<file path="config.mk">
export PLATFORM = sky130hd
export DESIGN_NAME = tmds_decoder
export DESIGN_NICKNAME = d
export VERILOG_FILES = /design/src/rtl/tmds_pkg.sv /design/src/rtl/tmds_bitslip.sv /design/src/rtl/tmds_decoder.sv
export SDC_FILE = /design/constraint.sdc
export NUM_CORES = 1
export LEC_CHECK = 0
export CAP_MARGIN = 20
export CORE_MARGIN = 1.5
export CORE_UTILIZATION = 25
export CTS_CLUSTER_SIZE = 8
export DETAILED_ROUTE_END_ITERATION = 10
export GPL_TIMING_DRIVEN = 0
export PLACE_DENSITY = 0.45
export SKIP_CTS_REPAIR_TIMING = 1
export SYNTH_ARGS = -nofsm -noshare
export SYNTH_HDL_FRONTEND = slang
export SYNTH_SLANG_ARGS = --single-unit
export TNS_END_PERCENT = 30
</file>
<file path="constraint.sdc">
create_clock -name clk -period 4.25 [get_ports clk]
set_input_delay 0.425 -clock clk [delete_from_list [all_inputs] [get_ports clk]]
set_output_delay 0.425 -clock clk [all_outputs]
set_load 0.02 [all_outputs]
</file>
<file path="src/rtl/tmds_pkg.sv">
// ---------------------------------------------------------------------------
// tmds_pkg
// Shared TMDS definitions for the receive-side decoder (and usable by encoder
// benches): the four control tokens, the alignment FSM state type, a helper
// that recognises control tokens and a helper that decodes a data symbol.
// No ports (package).
// ---------------------------------------------------------------------------
package tmds_pkg;

    // Control tokens, written bit 9 down to bit 0.
    localparam logic [9:0] CTRL_00 = 10'b1101010100;
    localparam logic [9:0] CTRL_01 = 10'b0010101011;
    localparam logic [9:0] CTRL_10 = 10'b0101010100;
    localparam logic [9:0] CTRL_11 = 10'b1010101011;

    typedef enum logic {
        SEARCH = 1'b0,
        LOCKED = 1'b1
    } tmds_state_e;

    typedef struct packed {
        logic       valid;
        logic [1:0] code;
    } ctrl_token_t;

    // Undo the TMDS transition-minimising stage: q[9] flags inverted payload,
    // q[8] selects XOR (1) or XNOR (0) chaining.
    function automatic logic [7:0] tmds_decode_word(input logic [9:0] sym);
        logic [9:0] q;
        logic [7:0] d;
        q = sym;
        if (q[9]) begin
            q[7:0] = ~q[7:0];
        end
        d[0] = q[0];
        for (int i = 1; i < 8; i++) begin
            d[i] = q[8] ? (q[i] ^ q[i-1]) : ~(q[i] ^ q[i-1]);
        end
        return d;
    endfunction

    function automatic ctrl_token_t is_ctrl_token(input logic [9:0] sym);
        ctrl_token_t t;
        t.valid = 1'b1;
        t.code  = 2'b00;
        case (sym)
            CTRL_00: t.code = 2'b00;
            CTRL_01: t.code = 2'b01;
            CTRL_10: t.code = 2'b10;
            CTRL_11: t.code = 2'b11;
            default: t.valid = 1'b0;
        endcase
        return t;
    endfunction

endpackage

</file>
<file path="src/rtl/tmds_bitslip.sv">
// ---------------------------------------------------------------------------
// tmds_bitslip
// Holds the previous deserialized word and selects a 10-bit symbol out of the
// 20-bit window {current, previous} starting at the requested bit offset.
// Offset 0 returns the previous word unchanged.
//
// Ports:
//   clk          in   pixel clock
//   reset_n_i    in   synchronous active-low reset (clears previous word)
//   tmds_word_i  in   raw 10-bit word, bit 0 received first
//   offset_i     in   bit offset 0..9
//   sym_o        out  aligned 10-bit symbol (combinational)
// ---------------------------------------------------------------------------
module tmds_bitslip
    import tmds_pkg::*;
(
    input  logic       clk,
    input  logic       reset_n_i,
    input  logic [9:0] tmds_word_i,
    input  logic [3:0] offset_i,
    output logic [9:0] sym_o
);

    logic [9:0]  prev_word_q;
    logic [9:0]  prev_word_d;
    logic [19:0] window;

    assign prev_word_d = tmds_word_i;
    // Older word sits in the low half because bit 0 arrives first.
    assign window      = {tmds_word_i, prev_word_q};

    always_ff @(posedge clk) begin
        if (!reset_n_i) begin
            prev_word_q <= '0;
        end else begin
            prev_word_q <= prev_word_d;
        end
    end

    // Constant slices per offset; out-of-range offsets fall back to offset 0.
    always_comb begin
        sym_o = prev_word_q;
        for (int k = 0; k < 10; k++) begin
            if (offset_i == 4'(k)) begin
                sym_o = window[k +: 10];
            end
        end
    end

endmodule

</file>
<file path="src/rtl/tmds_decoder.sv">
// ---------------------------------------------------------------------------
// tmds_decoder
// One TMDS channel receiver: bit-slip search for symbol alignment on runs of
// identical control tokens, lock supervision, and registered decode of the
// aligned symbol to pixel data or control bits.
//
// Ports:
//   clk          in   pixel clock, rising edge
//   reset_n_i    in   synchronous active-low reset
//   tmds_word_i  in   raw 10-bit deserialized word, bit 0 first
//   data_o       out  decoded pixel byte (0 outside locked data periods)
//   c0_o, c1_o   out  control bits (hsync/vsync on channel 0)
//   de_o         out  1 = data symbol, 0 = control symbol
//   locked_o     out  symbol alignment established
//   offset_o     out  current bit-slip offset 0..9
// ---------------------------------------------------------------------------
module tmds_decoder
    import tmds_pkg::*;
#(
    parameter int LOCK_TOKENS   = 8,
    parameter int SEARCH_WINDOW = 1024,
    parameter int LOCK_TIMEOUT  = 4096
) (
    input  logic       clk,
    input  logic       reset_n_i,
    input  logic [9:0] tmds_word_i,
    output logic [7:0] data_o,
    output logic       c0_o,
    output logic       c1_o,
    output logic       de_o,
    output logic       locked_o,
    output logic [3:0] offset_o
);

    localparam int RUN_W  = $clog2(LOCK_TOKENS) + 1;
    localparam int WIN_W  = $clog2(SEARCH_WINDOW) + 1;
    localparam int IDLE_W = $clog2(LOCK_TIMEOUT) + 1;

    localparam logic [RUN_W-1:0]  RUN_LOCK  = RUN_W'(LOCK_TOKENS);
    localparam logic [WIN_W-1:0]  WIN_LAST  = WIN_W'(SEARCH_WINDOW - 1);
    localparam logic [IDLE_W-1:0] IDLE_DROP = IDLE_W'(LOCK_TIMEOUT);

    function automatic logic [3:0] next_offset(input logic [3:0] off);
        return (off == 4'd9) ? 4'd0 : off + 4'd1;
    endfunction

    tmds_state_e       state_q, state_d;
    logic [3:0]        offset_q, offset_d;
    logic [RUN_W-1:0]  run_cnt_q, run_cnt_d, run_next;
    logic [WIN_W-1:0]  win_cnt_q, win_cnt_d;
    logic [IDLE_W-1:0] idle_cnt_q, idle_cnt_d, idle_next;
    logic [1:0]        last_code_q, last_code_d;

    logic [7:0]        data_q, data_d;
    logic              c0_q, c0_d;
    logic              c1_q, c1_d;
    logic              de_q, de_d;
    logic              locked_q, locked_d;

    logic [9:0]        sym;
    ctrl_token_t       tok;

    tmds_bitslip u_bitslip (
        .clk         (clk),
        .reset_n_i   (reset_n_i),
        .tmds_word_i (tmds_word_i),
        .offset_i    (offset_q),
        .sym_o       (sym)
    );

    assign tok = is_ctrl_token(sym);

    // Output decode: reflects the FSM state before this edge's update, so
    // locked_o follows the state change by one cycle.
    always_comb begin
        data_d   = '0;
        de_d     = 1'b0;
        c0_d     = c0_q;
        c1_d     = c1_q;
        locked_d = (state_q == LOCKED);
        if (state_q == LOCKED) begin
            if (tok.valid) begin
                {c1_d, c0_d} = tok.code;
            end else begin
                de_d   = 1'b1;
                data_d = tmds_decode_word(sym);
            end
        end else begin
            c0_d = 1'b0;
            c1_d = 1'b0;
        end
    end

    // Alignment FSM and its counters.
    always_comb begin
        state_d     = state_q;
        offset_d    = offset_q;
        run_cnt_d   = run_cnt_q;
        win_cnt_d   = win_cnt_q;
        idle_cnt_d  = idle_cnt_q;
        last_code_d = last_code_q;
        run_next    = '0;
        idle_next   = '0;

        case (state_q)
            SEARCH: begin
                if (tok.valid) begin
                    // A run only continues on the same token value.
                    if ((run_cnt_q != '0) && (tok.code == last_code_q)) begin
                        run_next = (run_cnt_q == '1) ? run_cnt_q
                                                     : run_cnt_q + RUN_W'(1);
                    end else begin
                        run_next = RUN_W'(1);
                    end
                    last_code_d = tok.code;
                end

                // Lock takes priority over a coincident window expiry.
                if (run_next == RUN_LOCK) begin
                    state_d    = LOCKED;
                    run_cnt_d  = '0;
                    win_cnt_d  = '0;
                    idle_cnt_d = '0;
                end else if (win_cnt_q == WIN_LAST) begin
                    offset_d  = next_offset(offset_q);
                    win_cnt_d = '0;
                    run_cnt_d = '0;
                end else begin
                    win_cnt_d = (win_cnt_q == '1) ? win_cnt_q
                                                  : win_cnt_q + WIN_W'(1);
                    run_cnt_d = run_next;
                end
            end

            LOCKED: begin
                if (tok.valid) begin
                    idle_next = '0;
                end else begin
                    idle_next = (idle_cnt_q == '1) ? idle_cnt_q
                                                   : idle_cnt_q + IDLE_W'(1);
                end

                if (idle_next == IDLE_DROP) begin
                    state_d    = SEARCH;
                    offset_d   = next_offset(offset_q);
                    idle_cnt_d = '0;
                    run_cnt_d  = '0;
                    win_cnt_d  = '0;
                end else begin
                    idle_cnt_d = idle_next;
                end
            end

            default: begin
                state_d = SEARCH;
            end
        endcase
    end

    always_ff @(posedge clk) begin
        if (!reset_n_i) begin
            state_q     <= SEARCH;
            offset_q    <= '0;
            run_cnt_q   <= '0;
            win_cnt_q   <= '0;
            idle_cnt_q  <= '0;
            last_code_q <= '0;
            data_q      <= '0;
            c0_q        <= 1'b0;
            c1_q        <= 1'b0;
            de_q        <= 1'b0;
            locked_q    <= 1'b0;
        end else begin
            state_q     <= state_d;
            offset_q    <= offset_d;
            run_cnt_q   <= run_cnt_d;
            win_cnt_q   <= win_cnt_d;
            idle_cnt_q  <= idle_cnt_d;
            last_code_q <= last_code_d;
            data_q      <= data_d;
            c0_q        <= c0_d;
            c1_q        <= c1_d;
            de_q        <= de_d;
            locked_q    <= locked_d;
        end
    end

    assign data_o   = data_q;
    assign c0_o     = c0_q;
    assign c1_o     = c1_q;
    assign de_o     = de_q;
    assign locked_o = locked_q;
    assign offset_o = offset_q;

endmodule
</file>
==> results of run 1 <==
worst register-to-register path, stage by stage (launching register included):
cell      delay (ps)
dfxtp_1          450
ha_1             190
buf_2            200
and3_1           230
and3_1           200
or2_1            110
buf_2            170
nor2_1            70
o311ai_0         540
nand4_2          270
nand4_1          230
clkbuf_1         430
a21oi_1          180
a21oi_1          210
a211oi_1          70
layout by cell type, fill, tap and decap left out, drive strengths merged, types with 14 or more instances in the layout:
cell           netlist  final
buf                 32     32
nand2               40     40
nor3                28     28
a21oi               43     43
and2                15     15
clkbuf              14     27
dfxtp               57     57
inv                 17     18
nor2                71     71
a211oi              14     14
clkdlybuf4s50        0     24
xnor2               16     16
o21ai               31     31
nand3               19     19
path summary, 6_finish.rpt:
| kind | startpoint | endpoint | slack, ps | cells past startpoint |
|---|---|---|---|---|
| setup / recovery | idle_cnt_q[1] | idle_cnt_q[3] | 570 | 14 |
| setup reg to reg | idle_cnt_q[1] | idle_cnt_q[3] | 570 | 14 |
| hold reg to reg | win_cnt_q[10] | win_cnt_q[10] | 450 | 2 |
| hold / removal | win_cnt_q[10] | win_cnt_q[10] | 450 | 2 |
power groups by stage:
stage | Sequential (mW) | Clock [mW] | Combinational (mW)
2_1_floorplan | 0.560 | 0 | 0.0663
3_3_place_gp | 0.565 | 0 | 0.0999
3_5_place_dp | 0.564 | 0 | 0.101
4_1_cts | 0.553 | 0.865 | 0.101
5_1_grt | 0.554 | 0.888 | 0.110
6_report | 0.554 | 0.839 | 0.102
cell type report:
cell class | instances | area (um2) | share of cell area
Multi-Input combinational cell | 470 | 3063 | 0.5628
Sequential cell | 57 | 1141 | 0.2097
Clock inverter | 3 | 68.82 | 0.01264
Buffer | 46 | 299.0 | 0.05494
Timing Repair Buffer | 24 | 240.2 | 0.04414
Tap cell | 229 | 286.5 | 0.05264
Clock buffer | 13 | 280.3 | 0.05149
Inverter | 17 | 63.81 | 0.01172
metal layers:
metal / routed length [um] / GRT usage
met1: 6906 / 0.2104
met2: 6615 / 0.2469
met5: 0 / 0
met3: 953 / 0.03014
met4: 471 / 0.07756
cells in the mapped netlist, types with 4 or more instances:
master	count	area, um2
and3_1	10	62.56
nand2b_1	13	81.33
a21oi_1	42	210.2
or4_1	5	37.54
nor3b_1	5	37.54
a2bb2oi_1	5	43.79
a211oi_1	11	82.58
or2_1	5	31.28
nor3_1	27	135.1
nor2_1	70	262.8
and2_1	15	93.84
or3_1	5	31.28
ha_1	4	50.05
o21ai_0	25	125.1
mux2i_1	7	70.07
o32a_1	4	40.04
and4_1	5	43.79
buf_6	11	123.9
clkbuf_1	14	52.55
inv_1	15	56.30
o21ai_1	6	30.03
o211ai_1	4	30.03
o22ai_1	7	43.79
a31oi_1	8	50.05
a22oi_1	7	52.55
nand2_1	40	150.1
buf_2	14	70.07
buf_4	7	52.55
a21o_1	4	30.03
nor2b_1	12	75.07
dfxtp_1	57	1141
xnor2_1	16	140.1
nand3_1	18	90.09
xor2_1	5	43.79
nand4_1	9	56.30
kinds of logic after synthesis:
| logic type | count (synthesis) | synth area share |
|---|---|---|
| xor gates and xnor gates | 21 | 0.04027 |
| AOI/OAI and AO/OA | 169 | 0.2710 |
| muxes | 10 | 0.02274 |
| buffers and inverters | 63 | 0.07945 |
| adders and majority gates | 4 | 0.01096 |
| DFF | 57 | 0.2499 |
| and+or+nand+nor | 266 | 0.3258 |
registers in the layout, indices dropped and copies added (netlist names):
name                   flops
idle_cnt_q                13
win_cnt_q                 11
c0_o                       1
c1_o                       1
data_o                     8
last_code_q                2
run_cnt_q                  4
locked_o                   1
u_bitslip.prev_word_q     10
locked_d                   1
offset_o                   4
de_o                       1
==> reports/metrics.cfg, run 1 <==
[run_status]
status=completed

[layout]
fillers=1917
drive_gt1_frac=0.1333
nets=641
final_core_utilization=0.3030
num_antenna_cells=0
fin_cells=859
fin_area_mm2=0.005443
area_growth_pct=19.18

[clocking]
path_clk_slew_ps=50
clock_latency_ps=340
numCtsBuffers=9
clock_path_buffers=2
clock-sinks=57
clockRootBuffer=clkbuf_16
cts_tree=yes
cts.htree.levels=3

[timing]
relSlewSlack=0.4182
period_share=0.8666
drv_slew=0
hold_slack_ps=453.7
final.min_clock_period_ps=3683
fmax_ghz=0.2715
finClkSkew_ps=8.116
hold_violations=0
rsz0062_at_grt=false
finalSetupViolCount=0
setup_tns_ps=0
fin_ws_ps=566.9
tightest_slew_ps=866.1

[power]
sw_frac_of_total=0.2217
power_density_mw_per_mm2=274.7
internal_power_mw=1.163
leakage_nw=1.874
power.share.clock=0.561
p_total_mw=1.495
irDropWorstVdd_mv=0.1944
p_switching_mw=0.3314
comb_power_share=0.068
pwr-share-seq=0.371

[global_route]
gr-total-overflow=0
grt_max_degree=11
track_usage=0.1586
grt_pass1_wl_um=24290
grt_antenna_before_repair=0
grt_pass1_vias=4525

[floorplan]
dieWidth_um=138.2
initial_core_util=0.2542
die-area_mm2=0.01909
core_mm2=0.01796
fp.dieH_um=138.2
pin_count=28
num_rows=49

[logic_synthesis]
synth-edff-count=0
synth_cells=590
ys.flop_type=dfxtp_1
synth_area_per_cell_um2=7.740
synth-seq-cells=57
ys_async_sr_fraction=0
ys_seq_area_frac=0.2499
ys_types=86
yosys_warnings=0
netlist_area_mm2=0.004567
syn-num-nets=606

[job]
drv_cap=0

[worst_setup_path]
path_max_fanout=10
end_kind=register
critPathKind=reg -> reg
critical_path_buf_inv_count=3
crit_chain=ha_1 > buf_2 > and3_1 > and3_1 > or2_1 > buf_2 > nor2_1 > o311ai_0 > nand4_2 > nand4_1 > clkbuf_1 > a21oi_1 > a21oi_1 > a211oi_1
startpoint_type=register
cp.arrival_ps=3880
crit_family=simple AND/OR/NAND/NOR gates
critPathMaxStageDelay_ps=540
crit_required_ps=4440
worst_path_max_delay_cell=o311ai_0

[drt]
firstDrtPassIters=5
routed_wl_um=14950
ant_nets=0
drc=0
wl_per_cell_um=17.40
vias=4747
vias_per_cell=5.526
initialDrtViolationCount=510

[placement]
gp_congestion=0.8823
io_buffers=24
dpl_cell_area_mm2=0.005094
dp.final_hpwl_um=10880
dp.cells=843
pre_cts_slack_ps=355.9

[worst_hold_path]
min_path_type=reg -> reg

No activity file was read; power rests on OpenSTA's default activity.
==> run 2, diff against run 1 <==
--- a/config.mk
+++ b/config.mk
@@ -5,6 +5,7 @@
 export SDC_FILE = /design/constraint.sdc
 export NUM_CORES = 1
 export LEC_CHECK = 0
+export ABC_AREA = 1
 export CAP_MARGIN = 20
 export CORE_MARGIN = 1.5
 export CORE_UTILIZATION = 25
==> reports/metrics.cfg, run 2 <==
[layout]
nets=766
fin_cells=980
regArea_mm2=0.001141
fillers=1961
largest_reg_flops=13
mostFrequentLayoutCells=177 x nand2_1, 109 x inv_1, 78 x nand3_1, 65 x a21oi_1, 65 x nor2_1
num_antenna_cells=0
drive_gt1_frac=0.1152
multi_input_area_mm2=0.002635
reg_top3=idle_cnt_q: 13 flops, win_cnt_q: 11 flops, u_bitslip.prev_word_q: 10 flops
area_growth_pct=19.42
largest_register=idle_cnt_q
final_common_cell=nand2_1

[logic_synthesis]
yosys_warnings=0
synth-edff-count=0
yosysTopAreaCell=dfxtp_1
ys.flop_type=dfxtp_1
synth_cells=713
synth.most_common_cell=nand2_1
syn-num-nets=729
netlist_area_mm2=0.004374
ys_async_sr_fraction=0
ys_types=39
synth_area_leaders=dfxtp_1 26%, nand2_1 15%, inv_1 9.4%
synthTopCellsByCount=177 x nand2_1, 109 x inv_1, 78 x nand3_1
synth_area_per_cell_um2=6.135
ys_seq_area_frac=0.2609
synth_top_area_share=0.2609
synth-seq-cells=57

[floorplan]
dieWidth_um=135.3
core_mm2=0.01718
fp.dieH_um=135.3
die-area_mm2=0.01830
pin_count=28
initial_core_util=0.2547
num_rows=48

[timing]
relSlewSlack=0.5530
tightest_slew_ps=670.5
fin_ws_ps=562.0
rsz0062_at_grt=false
finClkSkew_ps=7.441
period_share=0.8678
fmax_ghz=0.2712
finalSetupViolCount=0
drv_slew=0
setup_tns_ps=0
hold_slack_ps=471.9
final.min_clock_period_ps=3688
hold_violations=0

[worst_setup_path]
end_kind=register
cp_common_cell=nand2_1
critical_path_buf_inv_count=4
critPathMaxStageDelay_ps=330
worst_path_max_delay_cell=dfxtp_1
crit_family=simple AND/OR/NAND/NOR gates
critPathKind=reg -> reg
crit_required_ps=4450
r2r_slack_ps=560
startpoint_type=register
cp.arrival_ps=3880
path_max_fanout=10

[drt]
ant_nets=0
vias_per_cell=4.406
initialDrtViolationCount=271
dr.max_layer_used=met4
routed_wl_um=12590
vias=4318
wl_met2_um=6060
drc=0
wl_per_cell_um=12.85
met1_length_um=5999
firstDrtPassIters=4
met3_wirelength_um=385

[placement]
gp_congestion=0.8316
dp.cells=964
dp.final_hpwl_um=9534
io_buffers=26
pre_cts_slack_ps=412.9

[clocking]
path_clk_slew_ps=50
cts.htree.levels=3
clock-sinks=57
clock_path_buffers=2
clock_latency_ps=340
clockRootBuffer=clkbuf_16
numCtsBuffers=9
cts_tree=yes

[power]
irDropWorstVdd_mv=0.1663
internal_power_mw=1.064
comb_power_share=0.070
pwr-share-seq=0.389
leakage_nw=2.166
power_density_mw_per_mm2=271.0
sw_frac_of_total=0.2486
power.share.clock=0.541
p_switching_mw=0.3518

[global_route]
grt_pass1_wl_um=20850
grt_pass1_vias=4062
gr-total-overflow=0
track_usage=0.1457
grt_antenna_before_repair=0
grt_max_degree=11

[run_status]
status=completed

[job]
drv_cap=0

[worst_hold_path]
min_path_type=reg -> reg

==> run 2: tightest hold or removal path, cell delays in order, from the launching register on <==
cell and delay, ps:
dfxtp_1 310, nand2_1 60, a21oi_1 50
==> run 2: worst paths after layout <==
check / start / end / depth (start not counted)
worst min register to register: c0_o / c0_o / 2
worst max register to register: offset_o[1] / offset_o[0] / 26
worst max-delay path: offset_o[1] / offset_o[0] / 26
worst min-delay path: c0_o / c0_o / 2
==> run 2: area by class of cell <==
| class | instances | area share |
|---|---|---|
| tap | 225 | 0.05389 |
| sequential | 57 | 0.2184 |
| inverter | 123 | 0.08886 |
| timing repair buffer | 26 | 0.04982 |
| clock buffer | 12 | 0.04910 |
| buffer | 21 | 0.02563 |
| multi-input combinational | 512 | 0.5044 |
| clock inverter | 4 | 0.009820 |
==> run 2: logic make-up (layout without fill, tap and decap cells) <==
kind of cell,after synthesis,after routing,synth area share
AOI/OAI and AO/OA,110,110,0.1359
xor gates and xnor gates,19,19,0.03804
adders and majority gates,4,4,0.01144
buffers and inverters,144,186,0.1367
DFF,57,57,0.2609
and+or+nand+nor,379,379,0.4170
==> run 2: metal layers <==
metal,global-route usage,vias up
met3,0.03779,9
met2,0.2503,49
met5,0,-
li1,-,2334
met1,0.1835,1926
met4,0.02987,0
==> run 2: power by group through the flow <==
stage	Sequential (mW)	Clock, mW	Combinational, mW
after global routing	0.551	0.822	0.111
final	0.551	0.766	0.0984
after CTS	0.551	0.796	0.0994
after floorplan	0.559	0	0.0635
after detailed placement	0.562	0	0.0987
after global placement	0.562	0	0.0994
==> run 2: through the flow <==
| stage | utilization | power [mW] | cell area (um2) |
|---|---|---|---|
| after CTS | 0.3041 | 1.446 | 5224 |
| after detailed placement | 0.2862 | 0.6610 | 4916 |
| after global routing | 0.3041 | 1.485 | 5224 |
| after global placement | 0.2862 | 0.6617 | 4916 |
| final | 0.3041 | 1.415 | 5224 |
| after floorplan | - | 0.6224 | 4374 |
==> RTL change, RTL diff (flow settings as in run 2) <==
`LOCK_TOKENS`: 8 -> 16.
--- a/src/rtl/tmds_decoder.sv
+++ b/src/rtl/tmds_decoder.sv
@@ -18,5 +18,5 @@
     import tmds_pkg::*;
 #(
-    parameter int LOCK_TOKENS   = 8,
+    parameter int LOCK_TOKENS   = 16,
     parameter int SEARCH_WINDOW = 1024,
     parameter int LOCK_TIMEOUT  = 4096
Function: no difference found for any inputs over 10 cycles, from zero or initial values and one cycle with reset_n_i low; that may be too few to reach the edited logic, so the function may still have changed.
==> RTL change against run 2 <==
  * Non-clock buffer count up 3
  * Largest power group unchanged
  * First-iteration DRC count down 3.7%
  * Synthesized area up 1.7%
  * Final area up 1.2%
  * Final cell count up 2.8%
  * Critical endpoint is now win_cnt_q[9]
  * Clock power down 3.9%
  * Power down 1.0%
  * Routed wire length up 5.4%
  * Worst setup slack better by 0.0031 ns
  * Largest cell class unchanged
  * Die area up 1.6%
  * Sequential cell count up 1
  * Critical path depth up 2
==> RTL change: results (changes against run 2) <==
Status: finished, final reports clean
CP arrival: 3.92 ns (+0.04 ns)
Final HPWL DP: 9942 um (+4.3%)
Met3 usage: 0.03915 (+0.001365)
Largest cells by area after synthesis: dfxtp_1 26%, nand2_1 17%, nand3_1 9.0%, inv_1 8.6%, a21oi_1 7.7%
Via count: 4,597 (+6.5%)
Metal2 WL: 6259 um (+3.3%)
Yosys cell types: 44 (+13%)
Static Leak: 2.180 nW (+0.69%)
Signal buf overhead: 0.07503 (-0.0004196)
Multi-input gate count: 542 (+5.9%)
Drt pass-1 iters: 5 (+1)
Sequential portion of the cell area: 0.2196 (+0.001202)
Final GP Congestion: 0.8282 (-0.41%)
Met2 usage: 0.2500 (-0.0002834)
Max IR drop VDD: 0.0001810 V (+8.9%)
Count of non-CTS buffers in the layout: 50 (+6.4%)
Gr usage total: 0.1506 (+0.004919)
Multiplexer share of the synthesized area: 0.005063 (+0.005063)
Smallest hold slack: 0.4484 ns (-0.02345 ns)
Clk_skew: 0.007198 ns (-0.0002431 ns)
I/O Buffers: 27 (+3.8%)
Relative slew slack: 0.5981 (+0.04503)
Wl on met1: 6325 um (+5.4%)
Xor-xnor portion of the synthesized cell area: 0.04332 (+0.005276)
Global-route wire length before repair: 21,880 um (+4.9%)
Met3 WL: 550 um (+43%)
Reg2Reg Depth: 28 (+7.7%)
# fillers: 1,964 (+0.15%)
Layout clock area frac: 0.05420 (-0.004721)
Post-synthesis compound-gate area fraction: 0.1423 (+0.006465)
Wirelength per Cell: 13.18 um (+2.5%)
Synthesized Nets: 756 (+3.7%)
DRT iter0 DRCs: 261 (-3.7%)
Number of global-route vias before repair: 4,376 (+7.7%)
## RTL change: cell count changes after synthesis, moves of 5 or more
cell,delta
nand2_1,+23
nor3_1,+5
nand2_4,-6
o22ai_1,-10
o21ai_0,+7
inv_1,-7
## RTL change: metrics by stage
| step | setup WS (ns) | cells | utilization |
|---|---|---|---|
| after floorplan | 1.156 | 740 | - |
| after global placement | 0.2336 | 992 | 0.2881 |
| after detailed placement | 0.2622 | 992 | 0.2881 |
| after CTS | 0.5031 | 1007 | 0.3046 |
| after global routing | 0.02458 | 1007 | 0.3046 |
| final | 0.5651 | 1007 | 0.3046 |
## RTL change: worst max-delay path, delay by kind of cell, from the launching register on
kind,cells,cell delay [ns]
compound gates,2,0.39
buf+inv,5,0.64
flops,1,0.47
simple gates,21,2.03
## RTL change: report_power, final
group          switching [W]  internal, W
clock               0.000271     0.000465
sequential        0.00000809     0.000552
combinational      0.0000676    0.0000375
